==> src/rtl/router_1xn.sv <==
// router_1xn: one byte-serial input steered to NUM_PORTS output FIFOs by the
// header's destination field. It checks packet parity, drops packets with an
// out-of-range destination, and flushes any port left unread for TIMEOUT cycles.

// One output port: a count-based FIFO with a registered read port and an
// unread-timeout flush.
module router_port_fifo #(
  parameter int DATA_W  = 8,
  parameter int DEPTH   = 16,
  parameter int TIMEOUT = 30
) (
  input  logic              clock,
  input  logic              resetn,
  input  logic              i_wr,
  input  logic [DATA_W-1:0] i_wdata,
  input  logic              i_rd,
  output logic              o_vld,
  output logic              o_full,
  output logic [DATA_W-1:0] o_dout
);
  localparam int PTR_W = $clog2(DEPTH);
  localparam int CNT_W = PTR_W + 1;
  localparam int TMR_W = $clog2(TIMEOUT + 1);

  logic [DEPTH-1:0][DATA_W-1:0] r_mem;
  logic [PTR_W-1:0]             r_wptr, r_rptr;
  logic [CNT_W-1:0]             r_cnt;
  logic [TMR_W-1:0]             r_tmr;
  logic [DATA_W-1:0]            r_dout;
  logic                         w_rd, w_wr, w_idle, w_flush;

  assign o_vld   = (r_cnt != '0);
  assign o_full  = (r_cnt == CNT_W'(DEPTH));
  assign o_dout  = r_dout;
  // An unread cycle is one with data waiting and no read request.
  assign w_idle  = o_vld && !i_rd;
  assign w_flush = w_idle && (r_tmr == TMR_W'(TIMEOUT - 1));
  assign w_rd    = i_rd && o_vld;
  // A write landing in the flush cycle is lost with the rest of the contents.
  assign w_wr    = i_wr && !o_full && !w_flush;

  // Storage array; contents need no reset because the count gates visibility.
  always_ff @(posedge clock) begin
    if (w_wr) r_mem[r_wptr] <= i_wdata;
  end

  // Pointers, occupancy, read register and timeout counter.
  always_ff @(posedge clock or negedge resetn) begin
    if (!resetn) begin
      r_wptr <= '0;
      r_rptr <= '0;
      r_cnt  <= '0;
      r_tmr  <= '0;
      r_dout <= '0;
    end else if (w_flush) begin
      r_wptr <= '0;
      r_rptr <= '0;
      r_cnt  <= '0;
      r_tmr  <= '0;
    end else begin
      if (w_wr) r_wptr <= r_wptr + 1'b1;
      if (w_rd) begin
        r_rptr <= r_rptr + 1'b1;
        r_dout <= r_mem[r_rptr];
      end
      r_cnt <= r_cnt + CNT_W'(w_wr) - CNT_W'(w_rd);
      r_tmr <= w_idle ? r_tmr + 1'b1 : '0;
    end
  end
endmodule

module router_1xn #(
  parameter int DATA_W     = 8,
  parameter int NUM_PORTS  = 3,
  parameter int FIFO_DEPTH = 16,
  parameter int TIMEOUT    = 30
) (
  input  logic                          clock,
  input  logic                          resetn,
  input  logic                          pkt_valid,
  input  logic [DATA_W-1:0]             data_in,
  output logic                          busy,
  output logic                          error,
  output logic                          drop,
  input  logic [NUM_PORTS-1:0]          read_enb,
  output logic [NUM_PORTS-1:0]          vld_out,
  output logic [NUM_PORTS*DATA_W-1:0]   data_out
);
  localparam int ADDR_W = $clog2(NUM_PORTS);

  typedef enum logic [1:0] {S_IDLE, S_LOAD, S_CHECK, S_DROP} state_t;

  state_t                             r_state, w_state_nxt;
  logic [ADDR_W-1:0]                  r_dest, w_hdr_dest;
  logic [DATA_W-1:0]                  r_par, r_rx_par;
  logic                               r_err, r_drop;
  logic                               w_busy, w_wr, w_hdr_acc, w_drop_acc, w_hdr_ok;
  logic                               w_hdr_port_vld, w_dst_full;
  logic [NUM_PORTS-1:0]               w_hdr_sel, w_dst_sel, w_wr_vec, w_full;
  logic [NUM_PORTS-1:0][DATA_W-1:0]   w_dout;

  assign w_hdr_dest     = data_in[ADDR_W-1:0];
  assign w_hdr_ok       = int'(w_hdr_dest) < NUM_PORTS;
  // One-hot selects avoid indexing past the last port with a bad destination.
  assign w_hdr_port_vld = |(vld_out & w_hdr_sel);
  assign w_dst_full     = |(w_full & w_dst_sel);
  assign w_wr_vec       = w_wr ? ((r_state == S_IDLE) ? w_hdr_sel : w_dst_sel) : '0;

  assign busy     = w_busy;
  assign error    = r_err;
  assign drop     = r_drop;
  assign data_out = w_dout;

  for (genvar p = 0; p < NUM_PORTS; p++) begin : g_port
    assign w_hdr_sel[p] = (w_hdr_dest == ADDR_W'(p));
    assign w_dst_sel[p] = (r_dest == ADDR_W'(p));
    router_port_fifo #(.DATA_W(DATA_W), .DEPTH(FIFO_DEPTH), .TIMEOUT(TIMEOUT)) u_fifo (
      .clock   (clock),
      .resetn  (resetn),
      .i_wr    (w_wr_vec[p]),
      .i_wdata (data_in),
      .i_rd    (read_enb[p]),
      .o_vld   (vld_out[p]),
      .o_full  (w_full[p]),
      .o_dout  (w_dout[p])
    );
  end

  // Next state, busy and byte-acceptance decode.
  always_comb begin
    w_state_nxt = r_state;
    w_busy      = 1'b0;
    w_wr        = 1'b0;
    w_hdr_acc   = 1'b0;
    w_drop_acc  = 1'b0;
    case (r_state)
      S_IDLE: if (pkt_valid) begin
        if (!w_hdr_ok) begin
          w_drop_acc  = 1'b1;
          w_state_nxt = S_DROP;
        end else if (w_hdr_port_vld) begin
          // Destination still draining: source holds the header.
          w_busy = 1'b1;
        end else begin
          w_hdr_acc   = 1'b1;
          w_wr        = 1'b1;
          w_state_nxt = S_LOAD;
        end
      end
      S_LOAD: begin
        w_busy = w_dst_full;
        if (!w_dst_full) begin
          w_wr = 1'b1;
          if (!pkt_valid) w_state_nxt = S_CHECK;
        end
      end
      S_CHECK: begin
        w_busy      = 1'b1;
        w_state_nxt = S_IDLE;
      end
      S_DROP: if (!pkt_valid) w_state_nxt = S_IDLE;
      default: w_state_nxt = S_IDLE;
    endcase
  end

  // State, destination latch, running parity and status flags.
  always_ff @(posedge clock or negedge resetn) begin
    if (!resetn) begin
      r_state  <= S_IDLE;
      r_dest   <= '0;
      r_par    <= '0;
      r_rx_par <= '0;
      r_err    <= 1'b0;
      r_drop   <= 1'b0;
    end else begin
      r_state <= w_state_nxt;
      r_drop  <= w_drop_acc;
      if (w_hdr_acc) begin
        r_dest <= w_hdr_dest;
        r_par  <= data_in;
        r_err  <= 1'b0;
      end
      if (r_state == S_LOAD && !w_busy) begin
        if (pkt_valid) r_par    <= r_par ^ data_in;
        else           r_rx_par <= data_in;
      end
      if (r_state == S_CHECK) r_err <= (r_par != r_rx_par);
    end
  end
endmodule

==> config.mk <==
export PLATFORM = sky130hd
export DESIGN_NAME = router_1xn
export DESIGN_NICKNAME = d
export VERILOG_FILES = /design/src/rtl/router_1xn.sv
export SDC_FILE = /design/constraint.sdc
export NUM_CORES = 1
export LEC_CHECK = 0
export ABC_CLOCK_PERIOD_IN_PS = 3150
export BUFFER_PORTS_ARGS = -buffer_cell sky130_fd_sc_hd__buf_2
export CAP_MARGIN = 40
export CORE_ASPECT_RATIO = 1.5
export CORE_MARGIN = 5
export CORE_UTILIZATION = 35
export DETAILED_ROUTE_END_ITERATION = 7
export PLACE_DENSITY = 0.57
export SETUP_SLACK_MARGIN = 0.05
export SLEW_MARGIN = 30
export SYNTH_ARGS = -nofsm -noshare
export SYNTH_HDL_FRONTEND = slang
export SYNTH_SLANG_ARGS = --single-unit
==> constraint.sdc <==
create_clock -name clock -period 3.15 [get_ports clock]
set_input_delay 0.1575 -clock clock [delete_from_list [all_inputs] [get_ports clock]]
set_output_delay 0.1575 -clock clock [all_outputs]
set_load 0.01 [all_outputs]
# After elaboration in Yosys (flattened, before gate mapping)
# Index checks and enable logic that the tools add are counted.
totals:
  reg_bits: 484
  wordCells: 232
  input_bits: 14
  output_inout_bits: 30
classes:
  add_sub_neg: 15
  n_eq_ne: 19
  reduce_logical: 49
  muxes: 63
  magnitude_cmp: 10
  bitwise: 7
op_table:
  columns: ["cell", "count"]
  rows:
  - ["bitwise mux 128 bit", 3]
  - ["binary-select mux 8 bit (select 4 bit)", 3]
  - ["demux 8 bit (select 4 bit)", 3]
  - ["2-to-1 mux 8 bit", 9]
  - ["2-to-1 mux 4 bit", 12]
  - ["2-to-1 mux 5 bit", 9]
  - ["== test 5 bit (second input constant)", 6]
  - ["less-than comparator 4 x 5 -> 1 bit (second input constant)", 6]
  - ["adder 4 x 1 -> 4 bit (second input constant)", 6]
  - ["logical AND 1 bit", 19]
  - ["adder 5 x 1 -> 5 bit", 3]
  - ["adder 5 x 1 -> 5 bit (second input constant)", 3]
  - ["nonzero test 5 bit", 3]
  - ["subtractor 5 x 1 -> 5 bit", 3]
  - ["nonzero test 2 bit", 7]
  - ["2-to-1 mux 1 bit", 13]
  - ["greater-or-equal comparator 4 x 1 -> 1 bit (second input constant)", 3]
  - ["2-to-1 mux 2 bit", 6]
  - ["logical NOT 1 bit", 10]
  - ["== test 2 bit (second input constant)", 4]
  - ["!= test 2 bit (second input constant)", 4]
  - ["!= test 8 bit", 1]
  - ["case mux 2 bit (4 select lines)", 1]
  - ["AND reduction 2 bit", 4]
  - ["other kinds (12)", 22]

# Logic depth before layout (Yosys ltp)
logic_depth:
  word_depth: 13
  mapped_depth: 16
  ltp_nobuf: 16

# By module
# From an unflattened synthesis, not the netlist that was laid out.
unflattened:
  hier_cells: 1189
  hier_area_um2: 20312.0
by_module_without_submodules:
  columns: ["module", "area_per_inst_um2", "instances", "seq_area_each_um2", "cells_each"]
  rows:
  - ["router_port_fifo (g_port[1].u_fifo ...)", 6322.3, 2, 4494.3, 359]
  - ["router_port_fifo (g_port[0].u_fifo)", 6393.6, 1, 4494.3, 345]
  - ["router_1xn", 1273.7, 1, 550.5, 126]

# Worst setup path before layout
# Ideal clock, no wire load.
synth_timing:
  kind: "register to register"
  startpoint: "register g_port[0].u_fifo.r_cnt[3]"
  endpoint: "register g_port[2].u_fifo.r_cnt[4]"
  path_stages_with_launch: 17
  n_path_buf: 2
  required_ns: 3.071
  setup_slack_ns: 0.158
  arrival_ns: 2.913
  synth_period_minus_slack_ns: 2.992
  setup_ns: 0.079
  path_cell_list: "dfrtp_1 -> inv_1 -> ha_1 -> nand4bb_1 -> or3_1 -> clkbuf_1 -> a32oi_2 -> a211oi_4 -> buf_4 -> ha_1 -> inv_1 -> fa_1 -> inv_1 -> a21oi_1 -> nor2_1 -> or3_1 -> a21oi_1"
synth_between:
  elab_chain_cells: 13
  elab_cells_between_ends: 17
  cone_classes: "add/sub: 2; eq/ne: 1; mux: 7; bitwise: 2; reduce/logical: 5"
synth_lines:
  columns: ["element", "line_no", "text"]
  rows:
  - ["from (decl)", "27", "logic [CNT_W-1:0] r_cnt;"]
  - ["from (signal assigned)", "66", "r_cnt <= r_cnt + CNT_W'(w_wr) - CNT_W'(w_rd);"]
  - ["nonzero test 5 bit", "32", "assign o_vld = (r_cnt != '0);"]
  - ["bitwise AND 3 bit", "105", "assign w_hdr_port_vld = |(vld_out & w_hdr_sel);"]
  - ["OR reduction 3 bit", "105", null]
  - ["2-to-1 mux 1 bit", "141", "end else if (w_hdr_port_vld) begin"]
  - ["2-to-1 mux 1 bit", "138", "if (!w_hdr_ok) begin"]
  - ["2-to-1 mux 1 bit", "137", "S_IDLE: if (pkt_valid) begin"]
  - ["case mux 1 bit (2 select lines) *", "136", "case (r_state)"]
  - ["2-to-1 mux 3 bit *", "107", "assign w_wr_vec = w_wr ? ((r_state == S_IDLE) ? w_hdr_sel : w_dst_sel) : '0;"]
  - ["logical AND 1 bit * (2 in series)", "40", "assign w_wr = i_wr && !o_full && !w_flush;"]
  - ["adder 5 x 1 -> 5 bit *", "66", null]
  - ["subtractor 5 x 1 -> 5 bit *", "66", null]
  - ["2-to-1 mux 5 bit *", "55", "end else if (w_flush) begin"]
  - ["to (signal assigned)", "66", null]
  - ["to (decl)", "27", null]
# Mark *: on every way between the ends. The rest lies on a longest branch, timed or not.
# A chain may end at the register's enable or synchronous reset.

# Worst setup path in the final report
layout_timing:
  startpoint: "register g_port[1].u_fifo.r_cnt[3]"
  endpoint: "register g_port[2].u_fifo.r_cnt[4]"
layout_between:
  elab_chain_cells: 13
  elab_cells_between_ends: 17
  cone_classes: "add/sub: 2; eq/ne: 1; mux: 7; bitwise: 2; reduce/logical: 5"
layout_lines:
  columns: ["element", "line_no"]
  rows:
  - ["from (decl)", "27"]
  - ["from (signal assigned)", "66"]
  - ["nonzero test 5 bit", "32"]
  - ["bitwise AND 3 bit", "105"]
  - ["OR reduction 3 bit", "105"]
  - ["2-to-1 mux 1 bit", "141"]
  - ["2-to-1 mux 1 bit", "138"]
  - ["2-to-1 mux 1 bit", "137"]
  - ["case mux 1 bit (2 select lines) *", "136"]
  - ["2-to-1 mux 3 bit *", "107"]
  - ["logical AND 1 bit * (2 in series)", "40"]
  - ["adder 5 x 1 -> 5 bit *", "66"]
  - ["subtractor 5 x 1 -> 5 bit *", "66"]
  - ["2-to-1 mux 5 bit *", "55"]
# Marked as above.

==> metrics <==
status finished clean; most common cell after layout, fill and taps aside edfxtp_1; Pleak 8.46 nW; max-slew violations 0; CTS buffer count 45; vias per cell 5.00; residual DRC count 0; first-pass GRT wire length 66.0 mm; crit-path max FO 5; global placer's final weighted congestion 0.789; Total Wirelength 42.0 mm; share of the synthesized area in the top cell type 56.9%; via count of the first global-routing pass 11043; Synth cell types 56; Logic pwr share 27.7%; Worst EP required 3.59 ns; initial antenna violation count 2; Main synth FF type edfxtp_1; worst slew pin tran 0.798 ns; asr flop ratio synth 20.7%; Fmax achieved 343 MHz; Core ar. 0.0576 mm2; largest area contributor in the synthesized netlist edfxtp_1; TritonCTS Sinks 484; Post-synth EDFFs 384; VDD IR-drop max 0.000370 V; GR peak layer met2; PD cells 818 mW/mm2; Crit Path Category reg2reg; crit path time final 2.91 ns; Max stage delay on crit path 0.40 ns; port bufs 43; Avg WL per Cell 20.2 um; Internal 0.0133 W; Rows 108; Mapped Nets 1235; Max-cap violations 0; Sw Ratio 29.9%; Syn Area/Cell 17.2 um2; setup violators final 0; RSZ-0062 raised after global routing yes; total grt overflow 0; Syn Std Cell Area 0.0203 mm2; Global Route Usage Sum 13.5%; WHS 0.0362 ns; layout cells sized above 1 22.0%; Worst path most repeated cell inv_1; pin count of the biggest net entering global routing 62; Clk pwr share 29.0%; IO Pins 44; Die H 305 um; Via Count 10371; met1 Usage GRT 17.1%; initial core utilization 35.2%; Synth area leaders edfxtp_1 57%, dfrtp_1 12%, mux4_2 11%, mux2i_1 2.9%, ha_1 2.4%; router iterations before antenna repair 5; Psw 0.00570 W; cell chain of the critical path inv_1 > ha_1 > nor4b_4 > mux2i_1 > or3_4 > a211oi_4 > ha_2 > inv_1 > fa_1 > inv_1 > a21oi_1 > nor2_1 > or3_1 > a21oi_1; register area share after synthesis 69.3%; met2 Use GR 24.1%; final hold vios 0; Layout area overhead 14.9%; die area 0.0629 mm2; hold crit path type in2reg; HPWL Detailed 28.3 mm; Synth Warn # 0; Mapped Cells 1179; clk_skew 0.0246 ns; most frequent cells in the layout 384 x edfxtp_1, 97 x dfrtp_1, 96 x mux4_2; fin nets 1324; flip-flop and latch count after synthesis 484; setup TNS 0 ns; H-tree lvl count 2; Slew headroom 46.8%; Initial DRC Count 589; Sequential Power Share 43.3%; Reg clk slew, reported paths 0.07 ns; n_diodes 0; Root Driver clkbuf_16; antenna viol nets, final 0; CP arrival 3.36 ns; grt met3 use 1.98%; TritonCTS clock tree yes; die width 206 um; clk_lat worst skew 0.56 ns; Startpoint Class flop; CP Capture Type flop; period utilization 92.5%; Clock Tree Buf Depth 3; slowest CP cell fa_1
[critical path: cells and delay by family, from the launching register on]
family          cells  cell delay (ns)
fa+ha+maj           3             0.79
flops               1             0.39
buf+inv             3             0.21
compound gates      3             0.35
simple gates        4             0.91
mux                 1             0.17
[flip-flops by register name, summed over array words and instances (netlist names)]
signal                cells
g_port.u_fifo.r_mem     384
g_port.u_fifo.o_dout     24
g_port.u_fifo.r_cnt      15
g_port.u_fifo.r_tmr      15
g_port.u_fifo.r_rptr     12
g_port.u_fifo.r_wptr     12
r_par                     8
r_rx_par                  8
r_dest                    2
r_state                   2
drop                      1
error                     1
[final cells by class]
class                      instances  area (um2)
multi-input combinational        596        5850
clock buffer                      56        1220
sequential                       484       14000
timing repair buffer              94         733
clock inverter                    28         282
inverter                          47         176
fill                            5265       34300
tap                              770         963
[worst paths after layout]
check,from,endpoint,slack [ns],depth (start not counted)
max reg2reg,g_port[1].u_fifo.r_cnt[3],g_port[2].u_fifo.r_cnt[4],0.24,14
min in group asynchronous,resetn,g_port[2].u_fifo.o_dout[3],0.14,2
min,data_in[2],g_port[2].u_fifo.r_mem[50],0.04,1
min reg2reg,g_port[2].u_fifo.o_dout[2],g_port[2].u_fifo.o_dout[2],0.47,1
max,g_port[1].u_fifo.r_cnt[3],g_port[2].u_fifo.r_cnt[4],0.24,14
max in group asynchronous,resetn,g_port[1].u_fifo.r_rptr[0],2.18,3
[power by group through the flow]
stage | clock, W | sequential, W | combinational [W]
3_5_place_dp | 0 | 0.00838 | 0.00530
2_1_floorplan | 0 | 0.00811 | 0.00386
4_1_cts | 0.00568 | 0.00825 | 0.00533
3_3_place_gp | 0 | 0.00838 | 0.00520
5_1_grt | 0.00595 | 0.00833 | 0.00583
6_report | 0.00552 | 0.00823 | 0.00527
[synth_stat cells (2+ instances only)]
cell type	number
buf_2	12
o22ai_1	31
and4b_1	4
fa_1	3
and2_1	9
mux2_2	8
mux2i_1	58
nor3_1	3
o21ai_0	14
xnor2_1	14
nor2b_1	8
nand2b_1	13
a211oi_4	2
inv_1	45
a221oi_1	6
buf_4	4
edfxtp_1	384
nand3_1	25
nor2_1	54
inv_2	2
ha_1	39
nand4bb_1	3
dfrtp_1	100
a21o_1	28
nand2_1	42
mux4_2	96
nand4_1	9
clkbuf_1	30
xor2_1	18
buf_1	6
o211ai_1	11
nor4b_4	3
or3_1	7
o31ai_1	2
a21oi_1	21
and3_1	45
[per-stage QoR]
stage	power [W]	area, um2	util, %	setup slack [ns]	instances
floorplan	0.0120	20300	-	0.158	1179
global placement	0.0136	21600	37.5	0.175	1978
detailed placement	0.0137	21600	37.6	0.141	1982
CTS	0.0193	23200	40.2	0.143	2070
global route	0.0201	23300	40.4	0.0330	2075
finish	0.0190	23300	40.4	0.236	2075
[per-layer routing]
layer	wire [um]	up-vias
li1	-	4777
met4	923	2
met2	22200	180
met5	13	-
met1	17300	5357
met3	1440	55
[timing repair]
item	CTS	global route
hold buffers	4	0
setup buffers	0	4
resized for setup	0	8
endpoints found under the hold margin	47	0
setup endpoints to repair	0	3
[cells by family (layout without fill, tap and decap cells)]
family / Yosys count / count (layout) / share of synthesized area, %
simple gates: 232 / 232 / 6.28
xor+xnor: 32 / 32 / 1.38
mux: 162 / 162 / 14.0
buf+inv: 99 / 225 / 1.98
fa+ha+maj: 42 / 42 / 2.71
flops: 484 / 484 / 69.3
compound gates: 128 / 128 / 4.36
No activity file was read; power rests on OpenSTA's default activity.
